<file path="src/rtl/mlp_layer_engine_if.sv">
// Handshake and memory-port bundle between the dense-layer engine, its weight/bias
// ROMs and the layer controller.
interface mlp_layer_engine_if #(
  parameter int NEURONS  = 32,
  parameter int W_ADDR_W = 5,
  parameter int B_ADDR_W = 2
);
  logic                  start;
  logic                  w_ready;
  logic                  b_ready;
  logic [511:0]          x_in;
  logic [W_ADDR_W-1:0]   w_address;
  logic [511:0]          w_data;
  logic [B_ADDR_W-1:0]   b_address;
  logic [63:0]           b_data;
  logic [NEURONS*8-1:0]  y_out;
  logic                  busy;
  logic                  done;

  modport slave (
    input  start, w_ready, b_ready, x_in, w_data, b_data,
    output w_address, b_address, y_out, busy, done
  );

  modport master (
    output start, w_ready, b_ready, x_in, w_data, b_data,
    input  w_address, b_address, y_out, busy, done
  );
endinterface

</file>
<file path="src/rtl/mlp_layer_engine.sv">
// Dense-layer engine: per neuron, 8 MAC cycles over a 64-byte weight row, then
// bias add, optional ReLU and int8 requantisation into y_out.
module mlp_layer_engine #(
  parameter int NEURONS    = 32,
  parameter int W_ADDR_W   = 5,
  parameter int B_ADDR_W   = 2,
  parameter int LANES      = 8,
  parameter int OUT_SHIFT  = 7,
  parameter int BIAS_SHIFT = 7,
  parameter int RELU       = 1
) (
  input  logic clk,
  input  logic rst,
  mlp_layer_engine_if.slave bus
);

  typedef enum logic [1:0] {IDLE, MAC, FIN, DONE} state_t;

  state_t                state, state_nx;
  logic [511:0]          x_reg;
  logic signed [23:0]    acc;
  logic [W_ADDR_W-1:0]   n;
  logic [2:0]            c;
  logic [NEURONS*8-1:0]  y_reg;

  logic signed [15:0]    prod;
  logic signed [23:0]    chunk_sum;
  logic signed [7:0]     bias_byte;
  logic signed [23:0]    bias_term;
  logic signed [23:0]    s;
  logic signed [23:0]    r;
  logic [7:0]            y_byte;
  logic                  last_n;
  logic                  accept;

  assign last_n    = (n == W_ADDR_W'(NEURONS - 1));
  assign accept    = (state == IDLE) && bus.start && bus.w_ready && bus.b_ready;
  assign bus.y_out = y_reg;

  // Chunk c covers bytes 8c..8c+7; {c, lane, 000} is the bit offset of that byte.
  always_comb begin
    prod      = '0;
    chunk_sum = '0;
    for (int unsigned l = 0; l < LANES; l++) begin
      prod      = $signed(bus.w_data[{c, 3'(l), 3'b000} +: 8]) *
                  $signed(x_reg[{c, 3'(l), 3'b000} +: 8]);
      chunk_sum = chunk_sum + 24'(prod);
    end
  end

  always_comb begin
    bias_byte = bus.b_data[{n[2:0], 3'b000} +: 8];
    bias_term = 24'(bias_byte) <<< BIAS_SHIFT;
    s         = acc + bias_term;
    r         = s >>> OUT_SHIFT;
    if (RELU != 0 && r < 24'sd0) r = '0;
    if (r > 24'sd127)       y_byte = 8'h7f;
    else if (r < -24'sd128) y_byte = 8'h80;
    else                    y_byte = r[7:0];
  end

  always_comb begin
    state_nx      = state;
    bus.busy      = 1'b0;
    bus.done      = 1'b0;
    bus.w_address = '0;
    bus.b_address = '0;
    case (state)
      IDLE: if (accept) state_nx = MAC;
      MAC: begin
        bus.busy      = 1'b1;
        bus.w_address = n;
        bus.b_address = B_ADDR_W'(n >> 3);
        if (c == 3'd7) state_nx = FIN;
      end
      FIN: begin
        bus.busy      = 1'b1;
        bus.w_address = n;
        bus.b_address = B_ADDR_W'(n >> 3);
        state_nx      = last_n ? DONE : MAC;
      end
      DONE: begin
        bus.done = 1'b1;
        state_nx = IDLE;
      end
      default: state_nx = IDLE;
    endcase
  end

  always_ff @(posedge clk or negedge rst) begin
    if (!rst) begin
      state <= IDLE;
      x_reg <= '0;
      acc   <= '0;
      n     <= '0;
      c     <= '0;
      y_reg <= '0;
    end else begin
      state <= state_nx;
      case (state)
        IDLE: if (accept) begin
          x_reg <= bus.x_in;
          n     <= '0;
          c     <= '0;
          acc   <= '0;
        end
        MAC: begin
          acc <= acc + chunk_sum;
          c   <= c + 3'd1;
        end
        FIN: begin
          y_reg[{n, 3'b000} +: 8] <= y_byte;
          acc <= '0;
          c   <= '0;
          if (!last_n) n <= n + 1'b1;
        end
        default: ;
      endcase
    end
  end

endmodule

</file>
<file path="src/flat_wrapper.sv">
// flat-port wrapper written by rule: the top's interface ports become plain ports
module mlp_layer_engine_flat 
#(
  parameter int NEURONS    = 32,
  parameter int W_ADDR_W   = 5,
  parameter int B_ADDR_W   = 2,
  parameter int LANES      = 8,
  parameter int OUT_SHIFT  = 7,
  parameter int BIAS_SHIFT = 7,
  parameter int RELU       = 1
)
  (clk, rst, bus_start, bus_w_ready, bus_b_ready, bus_x_in, bus_w_data, bus_b_data, bus_w_address, bus_b_address, bus_y_out, bus_busy, bus_done);
  mlp_layer_engine_if #(.NEURONS(NEURONS), .W_ADDR_W(W_ADDR_W), .B_ADDR_W(B_ADDR_W)) bus_i ();
  input  logic clk;
  input  logic rst;
  input wire logic [$bits(bus_i.start)-1:0] bus_start;
  input wire logic [$bits(bus_i.w_ready)-1:0] bus_w_ready;
  input wire logic [$bits(bus_i.b_ready)-1:0] bus_b_ready;
  input wire logic [$bits(bus_i.x_in)-1:0] bus_x_in;
  input wire logic [$bits(bus_i.w_data)-1:0] bus_w_data;
  input wire logic [$bits(bus_i.b_data)-1:0] bus_b_data;
  output wire logic [$bits(bus_i.w_address)-1:0] bus_w_address;
  output wire logic [$bits(bus_i.b_address)-1:0] bus_b_address;
  output wire logic [$bits(bus_i.y_out)-1:0] bus_y_out;
  output wire logic [$bits(bus_i.busy)-1:0] bus_busy;
  output wire logic [$bits(bus_i.done)-1:0] bus_done;
  assign bus_i.start = bus_start;
  assign bus_i.w_ready = bus_w_ready;
  assign bus_i.b_ready = bus_b_ready;
  assign bus_i.x_in = bus_x_in;
  assign bus_i.w_data = bus_w_data;
  assign bus_i.b_data = bus_b_data;
  assign bus_w_address = bus_i.w_address;
  assign bus_b_address = bus_i.b_address;
  assign bus_y_out = bus_i.y_out;
  assign bus_busy = bus_i.busy;
  assign bus_done = bus_i.done;
  mlp_layer_engine #(.NEURONS(NEURONS), .W_ADDR_W(W_ADDR_W), .B_ADDR_W(B_ADDR_W), .LANES(LANES), .OUT_SHIFT(OUT_SHIFT), .BIAS_SHIFT(BIAS_SHIFT), .RELU(RELU)) u_core (.clk(clk), .rst(rst), .bus(bus_i));
endmodule
</file>
<file path="config.mk">
export PLATFORM = sky130hd
export DESIGN_NAME = mlp_layer_engine_flat
export DESIGN_NICKNAME = d
export VERILOG_FILES = /design/src/rtl/mlp_layer_engine_if.sv /design/src/rtl/mlp_layer_engine.sv /design/src/flat_wrapper.sv
export SDC_FILE = /design/constraint.sdc
export NUM_CORES = 2
export LEC_CHECK = 0
export BUFFER_PORTS_ARGS = -buffer_cell sky130_fd_sc_hd__buf_4
export CORE_AREA = 2 2 536 538
export CTS_CLUSTER_DIAMETER = 120
export DETAILED_ROUTE_END_ITERATION = 8
export DIE_AREA = 0 0 538 540
export PLACE_DENSITY_LB_ADDON = 0.08
export SETUP_SLACK_MARGIN = 0.05
export SLEW_MARGIN = 20
export SYNTH_ARGS = -nofsm -noshare
export SYNTH_HDL_FRONTEND = slang
export SYNTH_SLANG_ARGS = --single-unit
</file>
<file path="constraint.sdc">
create_clock -name clk -period 40.4 [get_ports clk]
set_input_delay 6.06 -clock clk [delete_from_list [all_inputs] [get_ports clk]]
set_output_delay 6.06 -clock clk [all_outputs]
set_load 0.02 [all_outputs]
</file>
== Word-level counts from Yosys, hierarchy flattened ==
Cells that the tools add are included.
Word-level totals
  flip-flop bits (word level): 802
  bits in latches: 0
  bits in writable memories: 0
  bits in read-only memories: 0
  bits of input ports: 1093
  output and inout bits: 265
  logic and storage cells: 86
  memories: 0
Operators by class
  add/sub/neg operators: 12
  $mul: 8
  divide/modulo/power cells: 0
  magnitude comparators: 3
  equal/unequal tests: 8
  shifts and indexed selects: 19
  mux-type cells: 19
  bitwise gates (word level): 0
  reductions and logical operators: 11
Operator list (count)
  $shiftx A512 B10 Y8: 16
  $bwmux W256: 1
  $shift A8 B10 Y256 const A: 1
  $shiftx A8 B10 Y256: 1
  $mul A8 B8 Y16: 8
  $add A24 B16 Y24: 5
  $pmux W24 S3: 1
  $shiftx A64 B7 Y8: 1
  $mux W24: 2
  $add A24 B15 Y24: 1
  $add A24 B24 Y24: 1
  $gt A24 B8 Y1 const B: 1
  $lt A24 B8 Y1 const B: 1
  $add A17 B16 Y18: 1
  $add A16 B16 Y17: 1
  $lt A17 B1 Y1 const B: 1
  $mux W8: 2
  $mux W5: 3
  $neg A8 Y10: 1
  $pmux W5 S2: 1
  $pmux W3 S3: 1
  $mux W2: 4
  $pmux W2 S4: 1
  $reduce_and A2 Y1: 3
  16 further kinds: 21

== Logic depth before layout (Yosys ltp) ==
  word-level depth: 11
  mapped depth: 49
  depth with buffers taken out: 46

== Worst setup path before layout ==
OpenSTA, ideal clock, no wires.
  path kind: input to register
  start: input bus_w_data[469]
  end: register u_core.acc[23]
  library setup time: 0.122 ns
  arrival time: 18.042 ns
  required time: 40.278 ns
  setup slack: 22.237 ns
  stages: 41
  path buffers: 0
  cell sequence: mux4_2 -> mux2i_1 -> nor2_1 -> fa_1 -> inv_1 -> fa_1 -> fa_1 -> inv_1 -> fa_1 -> fa_1 -> fa_1 -> inv_1 -> fa_1 -> inv_1 -> ha_1 -> inv_1 -> nor2_1 -> nor2_1 -> [... 5 more ...] -> fa_1 -> fa_1 -> inv_1 -> fa_1 -> fa_1 -> fa_1 -> fa_1 -> fa_1 -> inv_1 -> fa_1 -> ha_1 -> ha_1 -> nand4_1 -> a21o_1 -> a21oi_1 -> nor3_1 -> or3_1 -> a32o_1
On the way
  longest elaborated chain between the ends: 11
  elaborated cells between the ends (all ways): 21
  those cells by class: add/sub (8); mul (6); shift (6); mux (1)
Ends and longest elaborated chain
  start: declaration: line flat_wrapper.sv:20  | input wire logic [$bits(bus_i.w_data)-1:0] bus_w_data;
  $shiftx A512 B10 Y8: line mlp_layer_engine.sv:45  | prod = $signed(bus.w_data[{c, 3'(l), 3'b000} +: 8]) *
  $mul A8 B8 Y16: line mlp_layer_engine.sv:45
  $add A16 B16 Y17: line mlp_layer_engine.sv:47  | chunk_sum = chunk_sum + 24'(prod);
  $add A17 B16 Y18: line mlp_layer_engine.sv:47
  $add A24 B16 Y24 (4 in series): line mlp_layer_engine.sv:47
  $add A24 B16 Y24 *: line mlp_layer_engine.sv:47
  $add A24 B24 Y24 *: line mlp_layer_engine.sv:108  | acc <= acc + chunk_sum;
  $pmux W24 S3 *: line mlp_layer_engine.sv:100  | case (state)
  end signal: assignment: line mlp_layer_engine.sv:108
  end: declaration: line mlp_layer_engine.sv:21  | logic signed [23:0] acc;
Every way passes the cells marked *; elsewhere a longest branch is shown, timed or not.
A chain may end at the register's enable or synchronous reset.

== Worst setup path in the final report ==
  start: input bus_w_data[399]
  end: register u_core.acc[23]
Same word-level chain as after synthesis.

==> summary.txt <==
Outcome
  • Status: finished clean

Timing
  • RSZ-0062 raised after global routing: no
  • Worst-margin pin slew: 1.15 ns
  • Fmax: 52.0 MHz
  • Final Hold Violating Endpoints: 0
  • Period minus WS final: 19.25 ns
  • Setup Skew: about 0.054 ns
  • Final Max Slew Viols: 0
  • Setup TNS: 0 ns
  • Rel. slew slack: between 20% and 30%
  • Period utilization: roughly 48%
  • Setup violations, final: 0

Drt
  • Vias per cell: 4.50
  • Total iterations of the first detailed-routing run: 5
  • Initial drt markers: 3762
  • Met2 wire len: 170 mm
  • Residual DRC: 0
  • Wl on met1: 150 mm
  • Top layer reached by signal wires: met5
  • WL/cell: 30.9 um
  • Antenna-violating nets left: 0
  • Via count: roughly 51000
  • Wire length on met3: ~24 mm
  • Routed WL: 352 mm

Layout
  • Share of cells above drive strength 1: between 20% and 30%
  • Syn-to-layout area delta: 29.0%
  • Final net count: 9564
  • Largest register FFs: 512

Synth
  • Yosys reg bits: 802
  • Asr flop ratio synth: 100%
  • Main synth FF type: dfrtp_1
  • Leading area contributor after synthesis: dfrtp_1
  • Yosys top cell area share: 31.7%
  • Post-Syn Instances: 6222
  • Mapped Nets: approximately 8300
  • Post-synth cell types: 64
  • Synth warn: 0
  • Sequential area share after synthesis: 31.7%
  • Mapped Avg Cell Area: 10.2 sq um
  • Synth top area cells: dfrtp_1 (32%), fa_1 (23%), nand2_1 (12%)
  • Synth Cell Area: 63200 sq um
  • Number of synthesized flops with an enable pin: 0

Die
  • Chip width: 538 um
  • Cell row count: roughly 200
  • Die H: 540 um
  • Core ar.: 284000 sq um
  • I/O pin total: 1358
  • Initial Util: 22.2%
  • Die area: 291000 sq um

Worst setup path
  • Crit start category: input port
  • Worst path slowest cell: mux2i_2
  • Crit path max fanout: 8
  • Slowest stage delay, CP: 0.91 ns
  • Worst setup path category: input port to flip-flop
  • CP required: 41.03 ns
  • Crit end category: flip-flop
  • Reg2Reg Setup Slack: 24.51 ns
  • Most used cell, CP: fa_1
  • Critical path's top delay family: adder cells
  • Crit path DAT: 19.88 ns
  • Worst path bufs/invs: 8

GRT
  • Vias in the first global route: 54081
  • First-pass GRT wire length: between 400 and 500 mm
  • Initial antenna violation count: 192
  • GRT Util Overall: 23.8%
  • Largest net degree at the start of global routing: 176
  • Total congestion overflow: 0

Worst hold path
  • Worst Hold Class: flip-flop to flip-flop

Clock network
  • CTS sink count: 802
  • CTS root buf: clkbuf_16
  • CTS tree: yes
  • Later-pin clock latency in the skew report: 0.80 ns
  • H-tree Lvls: 3
  • Hold-fix buffers at CTS: 0
  • TritonCTS Buffers: 105
  • Post-CTS Setup Bufs: 0
  • Clock Tree Buf Depth: 3
  • Post-cts sizing count: 0
  • Clk slew on worst S/H paths: 0.06 ns

Pwr
  • Static leakage: between 40 and 50 nW
  • Seq pwr share: 37.3%
  • P_sw: between 0.6 and 0.7 mW
  • PwrDens: 27.8 nW/um^2
  • Switching portion of total power: 30.7%
  • Clock share of power: 43.6%
  • Combinational power share: 19.1%
  • Internal power: 1.57 mW
  • Overall power: 2.27 mW
  • Worst vdd ir: 0.0340 mV

Placed design
  • I/O Buffers: 1357
  • Gpl congestion: about 0.95
  • DPL Wire Length: 297 mm

Job
  • Max-cap violation count: 0
[path summary, 6_finish.rpt]
check                                        from                     to  cells past startpoint
worst max-delay path              bus_w_data[399]         u_core.acc[23]                     41
min in group asynchronous                     rst  u_core.bus.y_out[148]                      1
worst min register to register  u_core.x_reg[255]      u_core.x_reg[255]                      2
worst min-delay path            u_core.x_reg[255]      u_core.x_reg[255]                      2
max in group asynchronous                     rst      u_core.x_reg[147]                      6
worst max register to register        u_core.c[1]         u_core.acc[23]                     42
[cell type report]
class	instances	area (sq um)
fillers	30450	203000
clock buffers	154	3070
well taps	3762	4710
clock inverters	36	515
flip-flops and latches	802	20100
multi-input cells	4349	39100
inverters	790	2970
repair buffers	1455	11000
diodes	40	100
[stage by stage]
step	util, %	setup WS [ns]	cells	hold WS [ns]	instance area, sq um
final	28.7	21.15	11388	0.470	81600
after floorplan	-	22.24	6222	0.440	63200
after global placement	27.4	20.50	11158	0.453	77900
after CTS	28.6	21.25	11348	0.472	81500
after global routing	28.7	20.53	11368	0.490	81500
after detailed placement	27.4	20.43	11158	0.457	77900
[power groups by stage]
stage | registers, mW | clock network, mW | logic [mW]
3_5_place_dp | 0.862 | 0 | 0.438
4_1_cts | 0.848 | 1.02 | 0.439
6_report | 0.846 | 0.990 | 0.432
3_3_place_gp | 0.862 | 0 | 0.436
2_1_floorplan | 0.877 | 0 | 0.180
5_1_grt | 0.849 | 1.05 | 0.468
[synthesized netlist by cell type (5+ instances only)]
master	count
or4_1	6
xnor2_1	47
buf_6	9
o21a_1	12
o21bai_1	5
dfrtp_1	802
fa_1	737
buf_2	32
inv_1	790
nand2_1	2052
nor2b_1	38
buf_1	27
clkbuf_1	209
mux2i_1	64
xor2_1	21
a21o_1	17
and3_1	5
mux4_2	272
or3_1	8
nor4_1	8
and2_1	76
o31ai_2	56
o31ai_1	151
a21oi_1	31
nor3_1	15
a22o_1	7
nand3_1	28
nand2b_1	32
o211ai_1	5
or2_2	22
o21ai_0	42
nor2_1	214
ha_1	231
mux2_2	97
[cell usage in the layout (no fill, tap or decap), types with 7 or more instances in the layout]
cell       synthesis  routed
nand2b_1          32      32
and2_1            76      76
mux2i_2            0       8
a22o_1             7       7
buf_4              4    1448
nor3_1            15      15
clkinv_2           0      18
mux4_2           272     272
diode_2            0      40
nand2_1         2052    2052
ha_1             231     231
a21oi_1           31      30
xor2_1            21      21
a21o_1            17      17
mux2_2            97      97
mux2i_1           64      56
clkbuf_8           0      26
nand3_1           28      28
clkbuf_16          0     105
o21ai_0           42      42
nor4_2             0       7
clkbuf_1         209      23
o31ai_2           56      57
or2_2             22      22
xnor2_1           47      46
or3_1              8       8
nor2b_1           38      38
o21a_1            12      12
o31ai_1          151     150
inv_1            790     790
nor2_1           214     213
dfrtp_1          802     799
fa_1             737     737
[logic make-up (layout without fill, tap and decap cells)]
logic type | Yosys count | count (layout) | share of synthesized area, %
buffers and inverters | 1071 | 2435 | 6.55
AND/OR/NAND/NOR | 2521 | 2521 | 15.9
XOR/XNOR | 68 | 68 | 0.942
other | 0 | 40 | 0
flip-flops | 802 | 802 | 31.7
AO/OA/AOI/OAI | 359 | 359 | 4.50
adder cells (fa/ha/maj) | 968 | 968 | 27.9
multiplexers | 433 | 433 | 12.4
[worst min-delay path, cell delays in order (launching register included)]
cell and delay [ns]:
dfrtp_1 0.34, nand2_1 0.05, nand2_1 0.05
[routing by layer]
metal  GRT usage (%)  vias up
li1                -    22365
met1            31.3    26756
met2            39.3     1629
met3            5.85      411
met4            5.68      106
met5               0        -
(Power assumes the default switching activity.)
